<file path="src/rtl/code_loader_pkg.sv">
`default_nettype none
// ============================================================================
//  Module      : code_loader_pkg
//  Description : Shared types and constants for the code memory loader.
//  Revision    : 1.0 - initial release
// ============================================================================
package code_loader_pkg;

  localparam int NIB_W = 4;

  typedef enum logic [2:0] {
    IDLE = 3'd0,
    LEN  = 3'd1,
    DATA = 3'd2,
    CHK  = 3'd3,
    RUN  = 3'd4,
    ERR  = 3'd5
  } state_t;

endpackage
`default_nettype wire

</file>
<file path="src/rtl/code_loader_if.sv">
`default_nettype none
// ============================================================================
//  Module      : code_loader_if
//  Description : Nibble stream valid/ready bundle feeding the code loader.
//  Revision    : 1.0 - initial release
// ============================================================================
interface code_loader_if;
  import code_loader_pkg::*;

  logic [NIB_W-1:0] nib_in;
  logic             nib_valid;
  logic             nib_ready;

  // Nibble source side
  modport master (output nib_in, output nib_valid, input nib_ready);
  // Loader side
  modport slave  (input nib_in, input nib_valid, output nib_ready);

endinterface
`default_nettype wire

</file>
<file path="src/rtl/code_loader_nibble_assembler.sv">
`default_nettype none
// ============================================================================
//  Module      : nibble_assembler
//  Description : MSB-first nibble shift register with a nibble counter.
//                The word output already includes the nibble being shifted
//                in this cycle, so a consumer can capture the complete word
//                on the same edge that takes the final nibble.
//  Revision    : 1.0 - initial release
// ============================================================================
module nibble_assembler
  import code_loader_pkg::*;
#(
  parameter int W = 16
) (
  input  logic             clk,
  input  logic             rst,
  input  logic             clr,
  input  logic             shift_en,
  input  logic [NIB_W-1:0] nib,
  output logic [W-1:0]     word,
  output logic             last
);

  localparam int NIBS = W / NIB_W;
  localparam int CW   = (NIBS > 1) ? $clog2(NIBS) : 1;

  logic [W-1:0]  acc;
  logic [W-1:0]  shifted;
  logic [CW-1:0] cnt;

  generate
    if (W > NIB_W) begin : g_wide
      assign shifted = {acc[W-NIB_W-1:0], nib};
    end else begin : g_narrow
      assign shifted = nib;
    end
  endgenerate

  assign word = shift_en ? shifted : acc;
  assign last = shift_en && (cnt == CW'(NIBS - 1));

  // Shift register and nibble position; the counter wraps after the last nibble
  always_ff @(posedge clk) begin
    if (rst) begin
      acc <= '0;
      cnt <= '0;
    end else if (clr) begin
      acc <= '0;
      cnt <= '0;
    end else if (shift_en) begin
      acc <= shifted;
      cnt <= last ? '0 : cnt + CW'(1);
    end
  end

endmodule
`default_nettype wire

</file>
<file path="src/rtl/code_loader.sv">
`default_nettype none
// ============================================================================
//  Module      : code_loader
//  Description : Receives a framed nibble stream (LEN, words, CHK), writes
//                the words to consecutive code addresses from 0 and raises
//                run once the XOR checksum matches.
//  Revision    : 1.0 - initial release
// ============================================================================
module code_loader
  import code_loader_pkg::*;
#(
  parameter int ADDR_W  = 8,
  parameter int INSTR_W = 16
) (
  input  logic               clk,
  input  logic               rst,
  input  logic               start,
  code_loader_if.slave       nib_if,
  output logic               code_w_en,
  output logic [ADDR_W-1:0]  code_addr_in,
  output logic [INSTR_W-1:0] code_in,
  output logic               run,
  output logic               busy,
  output logic               err
);

  localparam int LEN_NIBS  = ADDR_W / NIB_W;
  localparam int WORD_NIBS = INSTR_W / NIB_W;

  state_t             state;
  state_t             state_next;
  logic               ready;
  logic               xfer;
  logic               len_shift;
  logic               data_shift;
  logic [ADDR_W-1:0]  len_word;
  logic               len_last;
  logic [INSTR_W-1:0] data_word;
  logic               data_last;
  logic [ADDR_W:0]    addr_cnt;     // one extra bit so LEN = 2^ADDR_W-1 never wraps
  logic               word_is_last;
  logic [NIB_W-1:0]   xor_acc;

  assign ready            = (state == LEN) || (state == DATA) || (state == CHK);
  assign nib_if.nib_ready = ready;
  assign xfer             = nib_if.nib_valid && ready;

  // start takes priority: a nibble offered in the start cycle is dropped
  assign len_shift    = xfer && !start && (state == LEN);
  assign data_shift   = xfer && !start && (state == DATA);
  assign word_is_last = (addr_cnt == {1'b0, len_word});

  assign run  = (state == RUN);
  assign err  = (state == ERR);
  assign busy = ready;

  nibble_assembler #(.W(LEN_NIBS * NIB_W)) u_len_asm (
    .clk      (clk),
    .rst      (rst),
    .clr      (start),
    .shift_en (len_shift),
    .nib      (nib_if.nib_in),
    .word     (len_word),
    .last     (len_last)
  );

  nibble_assembler #(.W(WORD_NIBS * NIB_W)) u_data_asm (
    .clk      (clk),
    .rst      (rst),
    .clr      (start),
    .shift_en (data_shift),
    .nib      (nib_if.nib_in),
    .word     (data_word),
    .last     (data_last)
  );

  // State register
  always_ff @(posedge clk) begin
    if (rst) begin
      state <= IDLE;
    end else begin
      state <= state_next;
    end
  end

  // Next-state decode; start restarts the load from any state
  always_comb begin
    state_next = state;
    if (start) begin
      state_next = LEN;
    end else begin
      case (state)
        IDLE: state_next = IDLE;
        LEN:  if (len_last) state_next = DATA;
        DATA: if (data_last && word_is_last) state_next = CHK;
        CHK:  if (xfer) state_next = (nib_if.nib_in == xor_acc) ? RUN : ERR;
        RUN:  state_next = RUN;
        ERR:  state_next = ERR;
        default: state_next = IDLE;
      endcase
    end
  end

  // Write port: one-cycle strobe after each completed word, address counts up
  always_ff @(posedge clk) begin
    if (rst) begin
      code_w_en    <= 1'b0;
      code_addr_in <= '0;
      code_in      <= '0;
      addr_cnt     <= '0;
    end else begin
      code_w_en <= data_last;
      if (data_last) begin
        code_addr_in <= addr_cnt[ADDR_W-1:0];
        code_in      <= data_word;
      end
      if (start) begin
        addr_cnt <= '0;
      end else if (data_last) begin
        addr_cnt <= addr_cnt + 1'b1;
      end
    end
  end

  // Running XOR over LEN and data nibbles
  always_ff @(posedge clk) begin
    if (rst || start) begin
      xor_acc <= '0;
    end else if (len_shift || data_shift) begin
      xor_acc <= xor_acc ^ nib_if.nib_in;
    end
  end

endmodule
`default_nettype wire
</file>
<file path="src/flat_wrapper.sv">
// flat-port wrapper written by rule: the top's interface ports become plain ports
module code_loader_flat import code_loader_pkg::*;
#(
  parameter int ADDR_W  = 8,
  parameter int INSTR_W = 16
)
  (clk, rst, start, code_w_en, code_addr_in, code_in, run, busy, err, nib_if_nib_in, nib_if_nib_valid, nib_if_nib_ready);
  code_loader_if nib_if_i ();
  input  logic clk;
  input  logic rst;
  input  logic start;
  output logic code_w_en;
  output logic [ADDR_W-1:0] code_addr_in;
  output logic [INSTR_W-1:0] code_in;
  output logic run;
  output logic busy;
  output logic err;
  input wire logic [$bits(nib_if_i.nib_in)-1:0] nib_if_nib_in;
  input wire logic [$bits(nib_if_i.nib_valid)-1:0] nib_if_nib_valid;
  output wire logic [$bits(nib_if_i.nib_ready)-1:0] nib_if_nib_ready;
  assign nib_if_i.nib_in = nib_if_nib_in;
  assign nib_if_i.nib_valid = nib_if_nib_valid;
  assign nib_if_nib_ready = nib_if_i.nib_ready;
  code_loader #(.ADDR_W(ADDR_W), .INSTR_W(INSTR_W)) u_core (.clk(clk), .rst(rst), .start(start), .nib_if(nib_if_i), .code_w_en(code_w_en), .code_addr_in(code_addr_in), .code_in(code_in), .run(run), .busy(busy), .err(err));
endmodule
</file>
<file path="config.mk">
export PLATFORM = sky130hd
export DESIGN_NAME = code_loader_flat
export DESIGN_NICKNAME = d
export VERILOG_FILES = /design/src/rtl/code_loader_pkg.sv /design/src/rtl/code_loader_if.sv /design/src/rtl/code_loader_nibble_assembler.sv /design/src/rtl/code_loader.sv /design/src/flat_wrapper.sv
export SDC_FILE = /design/constraint.sdc
export NUM_CORES = 1
export LEC_CHECK = 0
export BUFFER_PORTS_ARGS = -buffer_cell sky130_fd_sc_hd__buf_2
export CORE_UTILIZATION = 42
export CTS_CLUSTER_SIZE = 14
export DETAILED_ROUTE_END_ITERATION = 10
export GPL_TIMING_DRIVEN = 0
export SYNTH_ARGS = -nofsm -noshare
export SYNTH_HDL_FRONTEND = slang
export SYNTH_HIERARCHICAL = 1
export SYNTH_SLANG_ARGS = --single-unit
</file>
<file path="constraint.sdc">
create_clock -name clk -period 3.3 [get_ports clk]
set_clock_uncertainty 0.2 [all_clocks]
set_input_delay 0.495 -clock clk [delete_from_list [all_inputs] [get_ports clk]]
set_output_delay 0.495 -clock clk [all_outputs]
set_load 0.02 [all_outputs]
</file>
# ---- After elaboration in Yosys (flattened, before gate mapping)
# Index checks and enable logic that the tools add are counted.
dict set report totals {
  word_cells 54
  in_bits 8
  reg_bits 68
  out_inout_bits 29
}
dict set report classes {
  bitwise 1
  add_sub_neg 3
  eq_ne 14
  n_reduce_logical 15
  n_mux 10
}
# op n
set op_table {}
lappend op_table {{16-bit two-way mux} 1}
lappend op_table {{3-bit one-hot mux with 5 select lines} 1}
lappend op_table {{9-bit by 1-bit adder with 9-bit output, second input constant} 1}
lappend op_table {{9-bit by 8-bit equality test with 1-bit output} 1}
lappend op_table {{3-bit two-way mux} 3}
lappend op_table {{8-bit two-way mux} 1}
lappend op_table {{1-bit logical AND} 7}
lappend op_table {{3-bit by 2-bit equality test with 1-bit output, second input constant} 2}
lappend op_table {{3-bit equality test, second input constant} 2}
lappend op_table {{3-bit inequality test, second input constant} 2}
lappend op_table {{3-bit AND reduction} 2}
lappend op_table {{4-bit equality test} 1}
lappend op_table {{1-bit logical OR} 4}
lappend op_table {{2-bit inequality test, second input constant} 2}
lappend op_table {{4-bit bitwise XOR} 1}
lappend op_table {{3-bit by 1-bit equality test with 1-bit output, second input constant} 1}
lappend op_table {{1-bit two-way mux} 3}
lappend op_table {{3-bit by 2-bit inequality test with 1-bit output, second input constant} 1}
lappend op_table {{2-bit by 1-bit adder with 2-bit output, second input constant} 1}
lappend op_table {{2-bit equality test, second input constant} 1}
lappend op_table {{2-bit two-way mux} 1}
lappend op_table {{2-bit by 1-bit inequality test with 1-bit output, second input constant} 1}
lappend op_table {{2-bit OR reduction} 1}
lappend op_table {{1-bit adder, second input constant} 1}
lappend op_table {{1-bit logical NOT} 1}

# ---- Depth between registers and ports, before layout
dict set report depth {
  word_depth 12
  depth_mapped 9
  depth_no_buf 8
}

# ---- Hierarchy
# Netlist, hierarchy kept.
# mod seq_area_each_um2 area_each_um2 cells_each instances
set modules_own_cells {}
lappend modules_own_cells {code_loader 820.8 1823.0 189 1}
lappend modules_own_cells {{nibble_assembler at u_core.u_data_asm} 360.3 728.2 63 1}
lappend modules_own_cells {{nibble_assembler at u_core.u_len_asm} 180.2 399.1 31 1}

# ---- Least setup slack after synthesis
# Ideal clock, no wire load.
dict set report synth_timing {
  kind {flip-flop to flip-flop}
  from {register u_core.state[1]}
  to {register u_core.code_addr_in[7]}
  setup_time_ps 128
  t_arrival_ps 2025
  synth_period_minus_slack_ps 2353
  required_time_ps 2972
  slack_ps 947
  stages_incl_launch_ff 10
  path_buffers 3
  cell_sequence {dfxtp_1 -> or2b_1 -> nor3_1 -> and2_1 -> buf_4 -> and2_1 -> buf_2 -> buf_4 -> mux2i_1 -> nor2_1}
}
dict set report synth_between {
  elab_chain_cells 7
  word_cells_on_any_way 9
  cone_classes {eq/ne (3); reduce/logical (6)}
}
# element line_no
set synth_rtl {}
lappend synth_rtl {{from (decl)} code_loader.sv:30} ;# state_t state;
lappend synth_rtl {{from (signal assigned)} code_loader.sv:82} ;# state <= state_next;
lappend synth_rtl {{3-bit by 1-bit equality test with 1-bit output or 3-bit by 2-bit equality test with 1-bit output (tied branches)} {code_loader.sv:44, code_loader.sv:50}}
lappend synth_rtl {{1-bit logical OR (2 in series)} code_loader.sv:44} ;# assign ready = (state == LEN) || (state == DATA) || (state == CHK);
lappend synth_rtl {{1-bit logical AND} code_loader.sv:46} ;# assign xfer = nib_if.nib_valid && ready;
lappend synth_rtl {{1-bit logical AND} code_loader.sv:50} ;# assign data_shift = xfer && !start && (state == DATA);
lappend synth_rtl {{1-bit logical AND (*)} code_loader.sv:50}
lappend synth_rtl {{named net u_core.data_shift} code_loader.sv:35} ;# logic data_shift;
lappend synth_rtl {{1-bit logical AND (*)} code_loader_nibble_assembler.sv:40} ;# assign last = shift_en && (cnt == CW'(NIBS - 1));
lappend synth_rtl {{named net u_core.data_last} code_loader.sv:39} ;# logic data_last;
lappend synth_rtl {{to (signal assigned)} code_loader.sv:114} ;# code_addr_in <= addr_cnt[ADDR_W-1:0];
lappend synth_rtl {{to (decl)} code_loader.sv:20} ;# output logic [ADDR_W-1:0] code_addr_in,
# The timed path passes the listed nets; every way through them passes the cells marked *.
# A chain may end at the register's enable or synchronous reset.

# ---- Final worst setup path
dict set report layout_timing {
  from {register u_core.state[1]}
  to {register u_core.code_in[6]}
}
dict set report layout_between {
  elab_chain_cells 7
  word_cells_on_any_way 10
  cone_classes {eq/ne (3); mux (1); reduce/logical (6)}
}
# element line_no
set layout_rtl {}
lappend layout_rtl {{3-bit by 1-bit equality test with 1-bit output or 3-bit by 2-bit equality test with 1-bit output (tied branches)} {code_loader.sv:44, code_loader.sv:50}}
lappend layout_rtl {{1-bit logical OR (2 in series)} code_loader.sv:44}
lappend layout_rtl {{1-bit logical AND} code_loader.sv:46}
lappend layout_rtl {{1-bit logical AND} code_loader.sv:50}
lappend layout_rtl {{1-bit logical AND (*)} code_loader.sv:50}
lappend layout_rtl {{named net u_core.data_shift} code_loader.sv:35}
lappend layout_rtl {{1-bit logical AND (*)} code_loader_nibble_assembler.sv:40}
lappend layout_rtl {{named net u_core.data_last} code_loader.sv:39}
lappend layout_rtl {{to (signal assigned)} code_loader.sv:115} ;# code_in <= data_word;
lappend layout_rtl {{to (decl)} code_loader.sv:21} ;# output logic [INSTR_W-1:0] code_in,
# Marks and branches as above.

==> run_results.csv <==
group,metric,value,unit
status,status,"finished, final reports clean",
die,placementRows,30,
cells_and_area,final_cells,431,
logic_synthesis,synth-edff-count,0,
job,cap_violations,0,
place,gp_congestion,0.798,
place,hpwl,4.08,mm
cts,cts_buffers,9,
global_route,grt_max_degree,13,
cts,cts_max_path_buffers,2,
cts,cts_setup_buffers,0,
global_route,grt_pass1_wl,9.42,mm
cts,clk_pin_slew_worst_paths,80,ps
cells_and_area,diodes,0,
logic_synthesis,synth.largest_area_cell,"dfxtp_1",
drt,final_antenna_net_count,0,
logic_synthesis,synth_nets,294,
logic_synthesis,synth.most_common_cell,"dfxtp_1",
cells_and_area,multi_input_area,1480,um2
logic_synthesis,synthCells,283,
logic_synthesis,synth.cell_area,2950,um2
die,die_w,85.8,um
min_path,min_from,"nib_if_nib_valid",
cts,cts_sinks,68,
critical_path,ff2ff_path_depth,9,
drt,dr.pass1.iters,4,
die,fp.dieArea,7360,um2
logic_synthesis,synth_top_area_frac,0.461,
logic_synthesis,ys_seq_elements,68,
place,post_dp_cell_area,3250,um2
power,power_density,462,nW/um2
drt,viasPerCell,4.79,
cts,insertion_delay,350,ps
cells_and_area,seq_area,1360,um2
cells_and_area,finalNetCount,341,
die,io_pins,37,
logic_synthesis,synth_area_leaders,"dfxtp_1 46%, mux2i_1 8.5%, mux2_2 6.1%, nor2b_1 5.1%, nor2_1 4.7%",
global_route,grt_antenna_before_repair,0,
timing,max_freq,349,MHz
critical_path,r2r_slack,430,ps
die,start_util,0.434,
critical_path,crit_fanout,10,
critical_path,critical_path_class,"register to register",
logic_synthesis,async_reset_ff_frac,0,
cells_and_area,final_util,0.510,
min_path,hold_class,"primary input to register",
timing,maxSlewHeadroom,0.647,
cts,cts_max_level,3,
timing,drv_slew,0,
timing,finalWorstSetupSlack,431,ps
timing,tns,0,ps
logic_synthesis,ys_seq_area_frac,0.461,
drt,wl,5.79,mm
critical_path,start_kind,"register",
cells_and_area,drive_above_1_share,0.281,
place,dp_cells,415,
cells_and_area,n_fill_cell,652,
timing,whs,276,ps
cells_and_area,design_area,3460,um2
timing,tightestPinTransition,530,ps
power,vdd_drop_max,0.288,mV
global_route,grt_pass1_vias,1847,
critical_path,arrival,2880,ps
drt,wl_per_cell,13.4,um
logic_synthesis,synth.top_cells.by_count,"68 x dfxtp_1, 37 x nor2_1, 25 x mux2i_1, 24 x nor2b_1, 16 x mux2_2",
timing,rsz0062_at_grt,"no",
min_path,holdPathStages,4,
power,total_power,1.60,mW
logic_synthesis,ys.flop_type,"dfxtp_1",
cts,tritoncts,"built",
critical_path,rr_endpoint,"u_core/code_in[6]$_SDFFE_PP0P_",
critical_path,critPathCaptureType,"register",
global_route,grt-ovfl-total,0,
logic_synthesis,syn_avg_cell_area,10.4,um2
logic_synthesis,yosys_warnings,6,
global_route,grt_usage,0.173,
drt,dr.first_iter.drc_count,85,
drt,drc,0,
critical_path,critPathRequiredTime,3310,ps
timing,period_needed,2870,ps
timing,setup_viol,0,
logic_synthesis,synth.distinct_cells,42,
drt,num_vias,2066,
cells_and_area,area_growth,17.3,%
cts,cts_hold_buffers,0,
timing,hold_viol,0,
timing,period_share,0.869,
critical_path,r2r-start,"u_core/state[1]$_SDFFE_PP0P_",
min_path,hold-path-endpoint,"u_core/state[1]$_SDFFE_PP0P_",
power,p_leak,1.39,nW
cts,cts-resized-gates,0,
die,die_h,85.8,um
place,dp_slack,438,ps
place,io_buffers,36,
die,core,6790,um2
cts,cts_root_buffer,"clkbuf_8",
## kinds of logic after synthesis
kind of cell / count (synthesis) / synth area share
xor+xnor: 24 / 0.0712
buf+inv: 21 / 0.0382
mux: 49 / 0.187
flops: 68 / 0.461
fa+ha+maj: 3 / 0.0127
simple gates: 101 / 0.184
compound gates: 17 / 0.0454
## how the worst max path moves through the flow
stage / startpoint / to / slack [ps] / cells after the start
3_5_place_dp: u_core/state[1]$_SDFFE_PP0P_ / u_core/code_in[6]$_SDFFE_PP0P_ / 440 / 9
2_1_floorplan: u_core/state[1]$_SDFFE_PP0P_ / u_core/code_addr_in[7]$_SDFFE_PP0P_ / 950 / 9
3_3_place_gp: u_core/state[1]$_SDFFE_PP0P_ / u_core/code_in[11]$_SDFFE_PP0P_ / 450 / 9
4_1_cts: u_core/state[1]$_SDFFE_PP0P_ / u_core/code_in[6]$_SDFFE_PP0P_ / 420 / 9
6_report: u_core/state[1]$_SDFFE_PP0P_ / u_core/code_in[6]$_SDFFE_PP0P_ / 430 / 9
5_1_grt: u_core/state[1]$_SDFFE_PP0P_ / u_core/code_in[5]$_SDFFE_PP0P_ / 240 / 9
## layout by cell type (no fill, tap or decap), drive strengths merged, types with 6 or more instances in the layout
cell,Yosys,final
dfxtp,68,68
nand3,7,7
nor2b,25,25
mux2,24,24
mux2i,25,25
clkbuf,5,16
nor2,37,37
xor2,12,12
xnor2,12,12
a21oi,6,6
buf,12,48
## critical path, cell delays in order (launching register included)
cell	delay (ps)
dfxtp_1	470
or2b_1	310
nor3_1	230
and2_1	230
buf_4	190
and2_1	230
buf_2	320
buf_4	290
mux2i_1	200
nor2_1	60
## area by class of cell
class	count	area share
Inverter	4	0.00434
Tap cell	96	0.0347
Clock buffer	11	0.0437
Timing Repair Buffer	36	0.0520
Buffer	17	0.0282
Multi-Input combinational cell	194	0.426
Sequential cell	68	0.393
Clock inverter	5	0.0173
## flip-flops by register name, summed over array words and instances (netlist names)
name	flops
u_core/addr_cnt	9
u_core/code_addr_in	8
u_core/code_in	16
u_core/code_w_en	1
u_core/state	3
u_core/u_data_asm/acc	16
u_core/u_data_asm/cnt	2
u_core/u_len_asm/acc	8
u_core/u_len_asm/cnt	1
u_core/xor_acc	4
## per-layer routing
layer / part of all wire / GRT usage / vias to the layer above
met5: 0 / 0 / -
met4: 0.014 / 0.0727 / 0
met3: 0.039 / 0.0597 / 6
li1: - / - / 1046
met2: 0.45 / 0.249 / 44
met1: 0.50 / 0.234 / 970
## where the power goes
part	internal (mW)	switching (mW)	total [mW]
Clock	0.391	0.323	0.715
Sequential	0.822	0.00103	0.823
Combinational	0.0230	0.0390	0.0620
Total	1.24	0.363	1.60
(Power assumes the default switching activity.)
